<file path="src/rtl/data_sync_mc.sv">
// data_sync_mc
//   Brings NUM_CH asynchronous bus/enable pairs into the CLK domain. Each
//   enable runs through a NUM_STAGES flop chain. An event is either a rising
//   edge (TOGGLE_MODE = 0) or any edge (TOGGLE_MODE = 1) of the synced enable.
//   Each event captures that channel's bus slice into a one-deep holding
//   register. A round-robin arbiter then merges the held words onto a single
//   valid/ready stream.
//
// Ports
//   CLK, RST      destination clock; synchronous active-high reset
//   unsync_bus    NUM_CH*BUS_WIDTH asynchronous data, channel i at [i*BUS_WIDTH +: BUS_WIDTH]
//   bus_enable    NUM_CH asynchronous enables
//   enable_pulse  NUM_CH registered one-cycle event pulses
//   out_data      merged output word
//   out_ch        channel index of out_data
//   out_valid     out_data/out_ch valid
//   out_ready     consumer ready
//   overrun       NUM_CH sticky overrun flags
//   overrun_clr   clears all overrun flags (a same-edge set wins)
//
// Handshake: a word transfers on a rising edge where out_valid & out_ready.
// While out_valid is high and out_ready is low, out_data/out_ch are held
// stable. The output register may be reloaded whenever it is empty or is
// being accepted on that edge.

module data_sync_mc #(
  parameter int NUM_STAGES  = 2,
  parameter int BUS_WIDTH   = 8,
  parameter int NUM_CH      = 4,
  parameter int TOGGLE_MODE = 0,
  localparam int CH_W       = (NUM_CH > 1) ? $clog2(NUM_CH) : 1
) (
  input  logic                        CLK,
  input  logic                        RST,
  input  logic [NUM_CH*BUS_WIDTH-1:0] unsync_bus,
  input  logic [NUM_CH-1:0]           bus_enable,
  output logic [NUM_CH-1:0]           enable_pulse,
  output logic [BUS_WIDTH-1:0]        out_data,
  output logic [CH_W-1:0]             out_ch,
  output logic                        out_valid,
  input  logic                        out_ready,
  output logic [NUM_CH-1:0]           overrun,
  input  logic                        overrun_clr
);

  logic [NUM_STAGES-1:0] sync_q [NUM_CH];
  logic [BUS_WIDTH-1:0]  hold_q [NUM_CH];
  logic [NUM_CH-1:0]     last;
  logic [NUM_CH-1:0]     prev_q;
  logic [NUM_CH-1:0]     evt;
  logic [NUM_CH-1:0]     pending_q;
  logic [NUM_CH-1:0]     grant;
  logic [NUM_CH-1:0]     ovr_set;
  logic [CH_W-1:0]       rr_ptr;
  logic [CH_W-1:0]       gnt_idx;
  logic [CH_W-1:0]       rr_next;
  logic                  gnt_any;
  logic                  out_free;

  // Event detection on the synchronized enable
  for (genvar g = 0; g < NUM_CH; g++) begin : g_evt
    assign last[g] = sync_q[g][NUM_STAGES-1];
    if (TOGGLE_MODE != 0) begin : g_tog
      assign evt[g] = last[g] ^ prev_q[g];
    end else begin : g_lvl
      assign evt[g] = last[g] & ~prev_q[g];
    end
  end

  // Round-robin search starting at rr_ptr. Only words already pending are
  // considered, so an event landing on the same edge waits one cycle.
  always_comb begin
    int idx;
    idx      = 0;
    gnt_any  = 1'b0;
    gnt_idx  = '0;
    rr_next  = '0;
    grant    = '0;
    out_free = ~out_valid | out_ready;
    for (int k = 0; k < NUM_CH; k++) begin
      idx = int'(rr_ptr) + k;
      if (idx >= NUM_CH) idx = idx - NUM_CH;
      if (!gnt_any && pending_q[idx]) begin
        gnt_any = 1'b1;
        gnt_idx = CH_W'(idx);
        rr_next = (idx == NUM_CH - 1) ? '0 : CH_W'(idx + 1);
      end
    end
    if (out_free && gnt_any) grant[gnt_idx] = 1'b1;
  end

  // A new word is dropped only when the held one is not leaving this edge
  assign ovr_set = evt & pending_q & ~grant;

  always_ff @(posedge CLK) begin
    if (RST) begin
      for (int i = 0; i < NUM_CH; i++) begin
        sync_q[i] <= '0;
        hold_q[i] <= '0;
      end
      prev_q       <= '0;
      enable_pulse <= '0;
      pending_q    <= '0;
      overrun      <= '0;
      out_data     <= '0;
      out_ch       <= '0;
      out_valid    <= 1'b0;
      rr_ptr       <= '0;
    end else begin
      for (int i = 0; i < NUM_CH; i++) begin
        sync_q[i] <= {sync_q[i][NUM_STAGES-2:0], bus_enable[i]};
        if (evt[i] && (!pending_q[i] || grant[i])) begin
          hold_q[i]    <= unsync_bus[i*BUS_WIDTH +: BUS_WIDTH];
          pending_q[i] <= 1'b1;
        end else if (grant[i]) begin
          pending_q[i] <= 1'b0;
        end
      end
      prev_q       <= last;
      enable_pulse <= evt;
      overrun      <= (overrun & ~{NUM_CH{overrun_clr}}) | ovr_set;

      if (out_free) begin
        if (gnt_any) begin
          out_data  <= hold_q[gnt_idx];
          out_ch    <= gnt_idx;
          out_valid <= 1'b1;
          rr_ptr    <= rr_next;
        end else begin
          out_valid <= 1'b0;
        end
      end
    end
  end

endmodule

</file>
<file path="config.mk">
export PLATFORM = sky130hd
export DESIGN_NAME = data_sync_mc
export DESIGN_NICKNAME = d
export VERILOG_FILES = /design/src/rtl/data_sync_mc.sv
export SDC_FILE = /design/constraint.sdc
export NUM_CORES = 1
export LEC_CHECK = 0
export BUFFER_PORTS_ARGS = -buffer_cell sky130_fd_sc_hd__buf_2
export CELL_PAD_IN_SITES_DETAIL_PLACEMENT = 1
export CELL_PAD_IN_SITES_GLOBAL_PLACEMENT = 2
export CORE_MARGIN = 1.5
export CORE_UTILIZATION = 33
export CTS_CLUSTER_SIZE = 30
export DETAILED_ROUTE_END_ITERATION = 7
export PLACE_DENSITY_LB_ADDON = 0.1
export SYNTH_ARGS = -nofsm -noshare
export SYNTH_HDL_FRONTEND = slang
export SYNTH_SLANG_ARGS = --single-unit
</file>
<file path="constraint.sdc">
create_clock -name CLK -period 5.6 [get_ports CLK]
set_clock_uncertainty 0.2 [all_clocks]
set_input_delay 0.28 -clock CLK [delete_from_list [all_inputs] [get_ports CLK]]
set_output_delay 0.28 -clock CLK [all_outputs]
set_load 0.01 [all_outputs]
</file>
# Yosys cells after proc, flatten, opt, wreduce, memory -nomap -nowiden
# Memories as Yosys holds them, arrays and structs flattened. A register that Yosys moved wholly into a read port is not among the register bits.
# Index checks and enable logic that the tools add are counted.
# Widths: inputs -> output; s select.
[op_classes] n_addsub=11 n_lt_le_gt_ge=10 n_eq_ne=4 mux=67 bitwise_logic=24 reduce_logical=25
[ops] operator="$eq 32x3->1 const B" n=4
[ops] operator="$lt 32x4->1 const B" n=4
[ops] operator="$mux 32" n=4
[ops] operator="$mux 1" n=37
[ops] operator="$mux 2" n=16
[ops] operator="$mux 8" n=4
[ops] operator="$and 4x4->4" n=3
[ops] operator="$sub 3x3->4 const B" n=3
[ops] operator="$ge 3x3->1 const B" n=3
[ops] operator="$logic_and 1x1->1" n=9
[ops] operator="$or 1x1->1" n=9
[ops] operator="$add 2x2->2 const B" n=4
[ops] operator="$bmux 1 s2" n=4
[ops] operator="$not 4->4" n=2
[ops] operator="$reduce_bool 2->1" n=4
[ops] operator="$logic_not 1->1" n=7
[ops] operator="$add 2x2->3 const B" n=2
[ops] operator="$not 1->1" n=5
[ops] operator="$and 1x1->1" n=4
[ops] operator="$logic_or 1x1->1" n=4
[ops] operator="$mux 4" n=1
[ops] operator="$or 4x4->4" n=1
[ops] operator="$sub 2x3->4 const B" n=1
[ops] operator="$add 2x1->3 const B" n=1
[ops] operator="5 further kinds" n=5
[word_totals] regBits=21 ram_bits=40 input_bits=40 word_cells=153 mem_count=2
[mem_list] name="hold_q" words=4 word_bits=8 read_ports=1 rd_ports_with_merged_regs=1 wr=4 line_no="47" text="logic [BUS_WIDTH-1:0] hold_q [NUM_CH];"
[mem_list] name="sync_q" words=4 word_bits=2 read_ports=4 rd_ports_with_merged_regs=0 wr=4 line_no="46" text="logic [NUM_STAGES-1:0] sync_q [NUM_CH];"

# Depth between registers and ports, before layout
# Gate-level depths: netlist (run 1).
[depth] word_depth=26 mapped_depth=13

# Least setup slack after synthesis (run 1)
# OpenSTA, ideal clock, no wires.
[synth_timing] path_type="register to register" startpoint="register rr_ptr[0]" endpoint="memory hold_q[2][0], enable pin" setup_ps=384 arrival_time_ps=3496 setup_slack_ps=1520 path_stages_with_launch=13 synth_period_minus_slack_ps=4080 cell_sequence="dfxtp_1 buf_6 clkbuf_1 inv_1 ha_1 clkbuf_1 mux4_2 or2_1 o32ai_2 nand3_1 o21a_1 buf_4 o21ai_0"
[synth_lines] item="start, declared" line_no="54" text="logic [CH_W-1:0] rr_ptr;"
[synth_lines] item="start signal, assigned" line_no="128" text="rr_ptr <= rr_next;"
[synth_lines] item="end, declared" line_no="47"

==> impl_metrics.json, run 1 <==
{
  "setup_tns_ns": 0,
  "grt_util_met2_pct": 24.8,
  "synth_cell_type_count": 42,
  "grt_pass1_wl_mm": 11.7,
  "power_leakage_nw": 1.60,
  "pre_cts_ws_ns": 1.07,
  "fp-row-count": 34,
  "fp.dieH_um": 98.6,
  "grt_busiest_layer": "met2",
  "async_reset_ff_share_pct": 0,
  "dp_hpwl_mm": 5.42,
  "cp_num_buf_inv": 1,
  "cts-buffers-inserted": 9,
  "clk_pin_slew_worst_paths_ns": 0.07,
  "syn_avg_cell_area_um2": 11.0,
  "vias": 2198,
  "worstPathCellList": "inv_1 -> ha_1 -> mux4_2 -> nor4_1 -> nor2_1 -> nand3_1 -> o21a_1 -> o21ai_0",
  "critPathMaxStageDelay_ns": 0.84,
  "worst_slack_ns": 0.990,
  "core_mm2": 0.00881,
  "synth_warnings": 0,
  "r2r_end": "hold_q[2][2]$_SDFFCE_PN0P_",
  "drc": 5,
  "cts-root-buf": "clkbuf_8",
  "hold_ws_ns": 0.0407,
  "finalSetupViolations": 0,
  "antenna_found_initial": 0,
  "syn_nets": 318,
  "die_w_um": 98.6,
  "gr-usage-met3_pct": 4.33,
  "worst_path_max_delay_cell": "o21ai_0",
  "synthFlopType": "dfxtp_1",
  "start_kind": "register",
  "drt-vias-per-instance": 4.94,
  "regToRegSetupSlack_ns": 0.99,
  "rsz0062_at_grt": "false",
  "grt_overflow": 0,
  "use_met1_pct": 21.4,
  "grt_max_degree": 26,
  "final_cell_mix": "buf_2 (58), dfxtp_1 (37), nand2_1 (36), nor2_1 (36), edfxtp_1 (32)",
  "layout_commonest_cell": "buf_2",
  "status": "finished with violations",
  "ys_top_cells_by_area": "edfxtp_1 (32%), dfxtp_1 (25%), mux2i_1 (6.6%), nand2_1 (4.5%), nor2_1 (4.5%)",
  "drv_cap": 0,
  "cp.required_ns": 5.36,
  "slew_viol_final": 0,
  "power_density_mw_per_mm2": 390,
  "yosysSeqAreaShare_pct": 56.5,
  "place_congestion": 0.783,
  "synth_top_area_share_pct": 31.9,
  "h-tree-depth": 3,
  "drt_wl_total_mm": 7.21,
  "worstMarginPinSlew_ns": 1.01,
  "yosysTopAreaCell": "edfxtp_1",
  "grt_pass1_vias": 2244,
  "netlist_instances": 274,
  "finalHoldViolCount": 0,
  "hold_path_end": "hold_q[1][7]$_SDFFCE_PN0P_",
  "die_area_mm2": 0.00972,
  "start_util_pct": 34.2,
  "drive_above_1_share_pct": 24.9,
  "critical_path_arrival_ns": 4.37,
  "ys_ff_latch": 69,
  "drtAntennaViolNets": 0,
  "ir_drop_uv": 115,
  "grt_use_total_pct": 15.8,
  "reg2reg_from": "rr_ptr[0]$_SDFFE_PP0P_",
  "hp-class": "primary input to register",
  "cts_tree": "done",
  "synth-edff-count": 32,
  "hp-start": "unsync_bus[15]",
  "critPathMaxFanout": 16,
  "nets": 376,
  "slew_headroom_pct": 31.7,
  "antenna_cells": 0,
  "violations": "design-rule violations",
  "rr_worst_depth": 8,
  "numClockSinks": 69,
  "stdcell_area_mm2": 0.00358,
  "wire_per_inst_um": 16.2,
  "whs_path_depth": 3,
  "place.port_buffers": 58,
  "area_growth_pct": 18.7,
  "dpl-instance-area_mm2": 0.00336,
  "clk-insertion-delay-late_ns": 0.34,
  "end_kind": "register",
  "min_period_ns": 4.61,
  "fmaxAchievable_ghz": 0.217,
  "synth_area_mm2": 0.00301,
  "post_cts_buffers": 0,
  "finalCritPeriodShare_pct": 82.3,
  "io_pins": 59,
  "crit_family": "compound AO/OA/AOI/OAI gates",
  "drtIter0Drc": 82,
  "clock_path_buffers": 2,
  "worstSetupPathType": "register to register",
  "dr.pass1.iters": 7
}
==> cell families after synthesis <==
group,Yosys count,synth area share (%)
AOI/OAI and AO/OA,44,11.3
adders and majority gates,4,1.66
muxes,24,9.76
and+or+nand+nor,109,16.8
DFF,69,56.5
buffers and inverters,24,4.07
==> worst max-delay path by stage <==
stage	to	start	depth (start not counted)
after floorplan	hold_q[2][0]$_SDFFCE_PN0P_	rr_ptr[0]$_SDFFE_PP0P_	12
after global placement	hold_q[2][1]$_SDFFCE_PN0P_	rr_ptr[0]$_SDFFE_PP0P_	8
after detailed placement	hold_q[2][2]$_SDFFCE_PN0P_	rr_ptr[0]$_SDFFE_PP0P_	8
final	hold_q[2][2]$_SDFFCE_PN0P_	rr_ptr[0]$_SDFFE_PP0P_	8
after CTS	hold_q[2][5]$_SDFFCE_PN0P_	rr_ptr[0]$_SDFFE_PP0P_	8
after global routing	hold_q[2][5]$_SDFFCE_PN0P_	rr_ptr[0]$_SDFFE_PP0P_	8
==> metrics by stage <==
stage / total power, W / instances / util [%]
after floorplan: 0.000922 / 274 / -
after global placement: 0.00103 / 425 / 38.1
after detailed placement: 0.00104 / 425 / 38.1
after CTS: 0.00141 / 445 / 40.6
after global routing: 0.00148 / 445 / 40.6
final: 0.00139 / 445 / 40.6
==> worst register-to-register path: stages, from the launching register on <==
cell and delay, ns:
dfxtp_1 0.77, inv_1 0.21, ha_1 0.51, mux4_2 0.36
nor4_1 0.11, nor2_1 0.56, nand3_1 0.30, o21a_1 0.37
o21ai_0 0.84
==> state kept, by name (all words and copies together) (netlist names) <==
name,count
pending_q,4
out_data,8
out_ch,2
prev_q,4
rr_ptr,2
hold_q,32
overrun,4
sync_q,8
enable_pulse,4
out_valid,1
==> layout make-up <==
cell class | count | area, µm²
clock buffer | 13 | 160
clock inverter | 3 | 18.8
fill | 971 | 5230
inverter | 8 | 30.0
multi-input combinational | 181 | 1190
sequential | 69 | 1700
tap | 108 | 135
timing repair buffer | 63 | 338
==> Yosys cell counts, drive strengths merged (3+ instances only) <==
library cell and number:
a22o 3, o21ai 9, edfxtp 32, nand2 37, buf 7, inv 8, mux2i 20, a21o 5
mux4 4, nand2b 5, ha 4, o221ai 8, clkbuf 9, and3 8, a21oi 5, nor2 36
a211oi 3, dfxtp 37, nor2b 14, a21boi 3
==> per-layer routing <==
metal  vias up  wire length, µm
li1       1087                -
met5         -                0
met2        54             3280
met4         0               79
met3         7              319
met1      1050             3540
==> where the power goes <==
group	leakage, nW	switching (W)	internal, W
combinational	0.873	0.000232	0.000170
sequential	0.637	0.0000438	0.000580
clock	0.0925	0.000181	0.000188
total	1.60	0.000457	0.000937
==> what timing repair did <==
item,CTS,global route
hold buffers,4,0
hold endpoints to repair,4,0
gates resized for setup,0,0
(Power assumes the default switching activity.)
==> inputs of run 2 (changes only) <==
==> constraint.sdc (replaced) <==
create_clock -name CLK -period 4.6 [get_ports CLK]
set_clock_uncertainty 0.2 [all_clocks]
set_input_delay 0.23 -clock CLK [delete_from_list [all_inputs] [get_ports CLK]]
set_output_delay 0.23 -clock CLK [all_outputs]
set_load 0.01 [all_outputs]
==> run 2 against run 1 <==
Global-route usage increased by 0.92 points. Non-clock buffer count rose by 33. Sequential share of layout area shrank 4.3 points. Maximum frequency grew 15%. Sequential cell count stayed put. Clock power is 49% higher. Sequential power grew 20%. The flow still finishes with violations (design-rule violations). Largest power group unchanged.
==> impl_metrics.json, run 2 (same netlist as run 1, synthesis figures left out) <==
{
  "status": "finished with violations",
  "violations": "design-rule violations",
  "drv_cap": 0,
  "start_kind": "register",
  "place_congestion": 0.768,
  "drtAntennaViolNets": 0,
  "critical_path_arrival_ns": 3.76,
  "clk_pin_slew_worst_paths_ns": 0.08,
  "pre_cts_ws_ns": 0.580,
  "h-tree-depth": 3,
  "crit_path_start": "rr_ptr[1]$_SDFFE_PP0P_",
  "clock_path_buffers": 2,
  "setup_tns_ns": 0,
  "power.switching_w": 0.000585,
  "grt_overflow": 0,
  "io_pins": 59,
  "intPower_w": 0.00125,
  "drt_wl_total_mm": 7.56,
  "antenna_found_initial": 0,
  "grt_max_degree": 26,
  "reg_top3": "hold_q: 32 flops, out_data: 8 flops, sync_q: 8 flops",
  "pwr-share-comb_pct": 29.1,
  "ir_drop_uv": 212,
  "power_leakage_nw": 1.76,
  "finalHoldViolCount": 0,
  "grt_pass1_vias": 2352,
  "seq_power_share_pct": 40.9,
  "vias": 2285,
  "fp.dieH_um": 98.6,
  "grt_pass1_wl_mm": 12.3,
  "start_util_pct": 34.2,
  "rr_worst_depth": 8,
  "worstSetupPathType": "register to register",
  "finalCritPeriodShare_pct": 87.0,
  "post_cts_resized": 0,
  "post_cts_buffers": 0,
  "drtIter0Drc": 82,
  "fp-row-count": 34,
  "slew_headroom_pct": 18.5,
  "regToRegSetupSlack_ns": 0.60,
  "critPathMaxFanout": 10,
  "cts-buffers-inserted": 9,
  "numClockSinks": 69,
  "dr.pass1.iters": 6,
  "top_register": "hold_q",
  "cp.required_ns": 4.36,
  "slew_viol_final": 0,
  "nets": 409,
  "drive_above_1_share_pct": 24.9,
  "power_density_mw_per_mm2": 466,
  "hp-class": "primary input to register",
  "place.port_buffers": 58,
  "largest_reg_flops": 32,
  "area_growth_pct": 30.6,
  "stdcell_area_mm2": 0.00394,
  "layout.filler_cells": 990,
  "core_mm2": 0.00881,
  "power.share.clock_pct": 30.0,
  "cts_tree": "done",
  "cp-endpoint": "hold_q[2][5]$_SDFFCE_PN0P_",
  "reg2reg_from": "rr_ptr[1]$_SDFFE_PP0P_",
  "dpl-instance-area_mm2": 0.00340,
  "end_kind": "register",
  "final_cell_mix": "buf_2 (58), dfxtp_1 (37), nand2_1 (36), nor2_1 (36), edfxtp_1 (32)",
  "worst_slack_ns": 0.599,
  "sw_frac_of_total_pct": 31.8,
  "grt_use_total_pct": 16.7,
  "hold_buffers": 31,
  "drt-vias-per-instance": 4.78,
  "worstMarginPinSlew_ns": 1.21,
  "finalSetupViolations": 0,
  "wire_per_inst_um": 15.8,
  "min_period_ns": 4.00,
  "cts-root-buf": "clkbuf_8",
  "r2r_end": "hold_q[2][5]$_SDFFCE_PN0P_",
  "antenna_cells": 0,
  "rsz0062_at_grt": "false",
  "layout_commonest_cell": "buf_2",
  "die_w_um": 98.6,
  "fmaxAchievable_ghz": 0.250,
  "clk-insertion-delay-late_ns": 0.34,
  "dp_hpwl_mm": 5.28,
  "drc": 5,
  "whs_path_depth": 3,
  "die_area_mm2": 0.00972
}
-- run 2: changes by cell type in the layout (fill, tap and decap cells not counted) --
| cell | previous run | this run |
|---|---|---|
| dlygate4sd3_1 | 4 | 31 |
| clkinv_2 | 2 | 0 |
| clkinv_1 | 0 | 1 |
| buf_4 | 1 | 7 |
| clkinvlp_4 | 0 | 1 |
| clkbuf_16 | 1 | 0 |
| bufinv_16 | 0 | 2 |
| inv_6 | 0 | 1 |
| clkinv_4 | 1 | 2 |
| clkbuf_1 | 3 | 0 |
-- run 2: how the worst min path moves through the flow --
stage,startpoint,to,slack (ns)
finish,unsync_bus[11],hold_q[1][3]$_SDFFCE_PN0P_,0.009
global route,unsync_bus[19],hold_q[2][3]$_SDFFCE_PN0P_,0.02
CTS,unsync_bus[19],hold_q[2][3]$_SDFFCE_PN0P_,0.001
detailed placement,sync_q[0][0]$_SDFF_PP0_,sync_q[0][1]$_SDFF_PP0_,0.22
global placement,sync_q[2][0]$_SDFF_PP0_,sync_q[2][1]$_SDFF_PP0_,0.22
floorplan,bus_enable[0],sync_q[0][0]$_SDFF_PP0_,0.16
-- run 2: cell type report --
| cell class | instances | area, µm² | share of cell area (%) |
|---|---|---|---|
| sequential | 69 | 1700 | 43.2 |
| timing repair buffer | 96 | 653 | 16.6 |
| clock buffer | 9 | 124 | 3.15 |
| clock inverter | 7 | 97.6 | 2.48 |
| tap | 108 | 135 | 3.43 |
| inverter | 8 | 30.0 | 0.763 |
| multi-input combinational | 181 | 1190 | 30.3 |
-- run 2: per-layer routing --
layer / GRT usage (%) / part of all wire (%) / vias to the layer above
li1: - / - / 1147
met2: 26.1 / 46 / 50
met4: 5.93 / 1.1 / 0
met3: 3.69 / 3.7 / 6
met5: 0 / 0 / -
met1: 23.0 / 49 / 1082
-- run 2: metrics by stage --
stage                     cells  utilization, %  total power, W  hold slack (ns)
after global routing        478            44.7         0.00195           0.0156
after CTS                   478            44.7         0.00186         0.000966
after global placement      431            38.6         0.00128            0.221
after detailed placement    431            38.6         0.00128            0.225
final                       478            44.7         0.00184          0.00924
after floorplan             274               -         0.00112            0.158
-- run 2: worst max-delay path: stages (launching register included) --
cell and delay [ns]:
dfxtp_1 0.53, inv_1 0.12, ha_1 0.47, mux4_2 0.44, or2_1 0.29, o32ai_2 0.24
nand3_1 0.19, o21a_1 0.21, o21ai_0 0.93
-- run 2: power groups by stage --
stage               logic [W]  registers (W)  clock network [W]
finish               0.000534       0.000751           0.000550
global route         0.000592       0.000761           0.000595
CTS                  0.000539       0.000752           0.000566
detailed placement   0.000518       0.000766                  0
global placement     0.000515       0.000764                  0
floorplan            0.000359       0.000762                  0
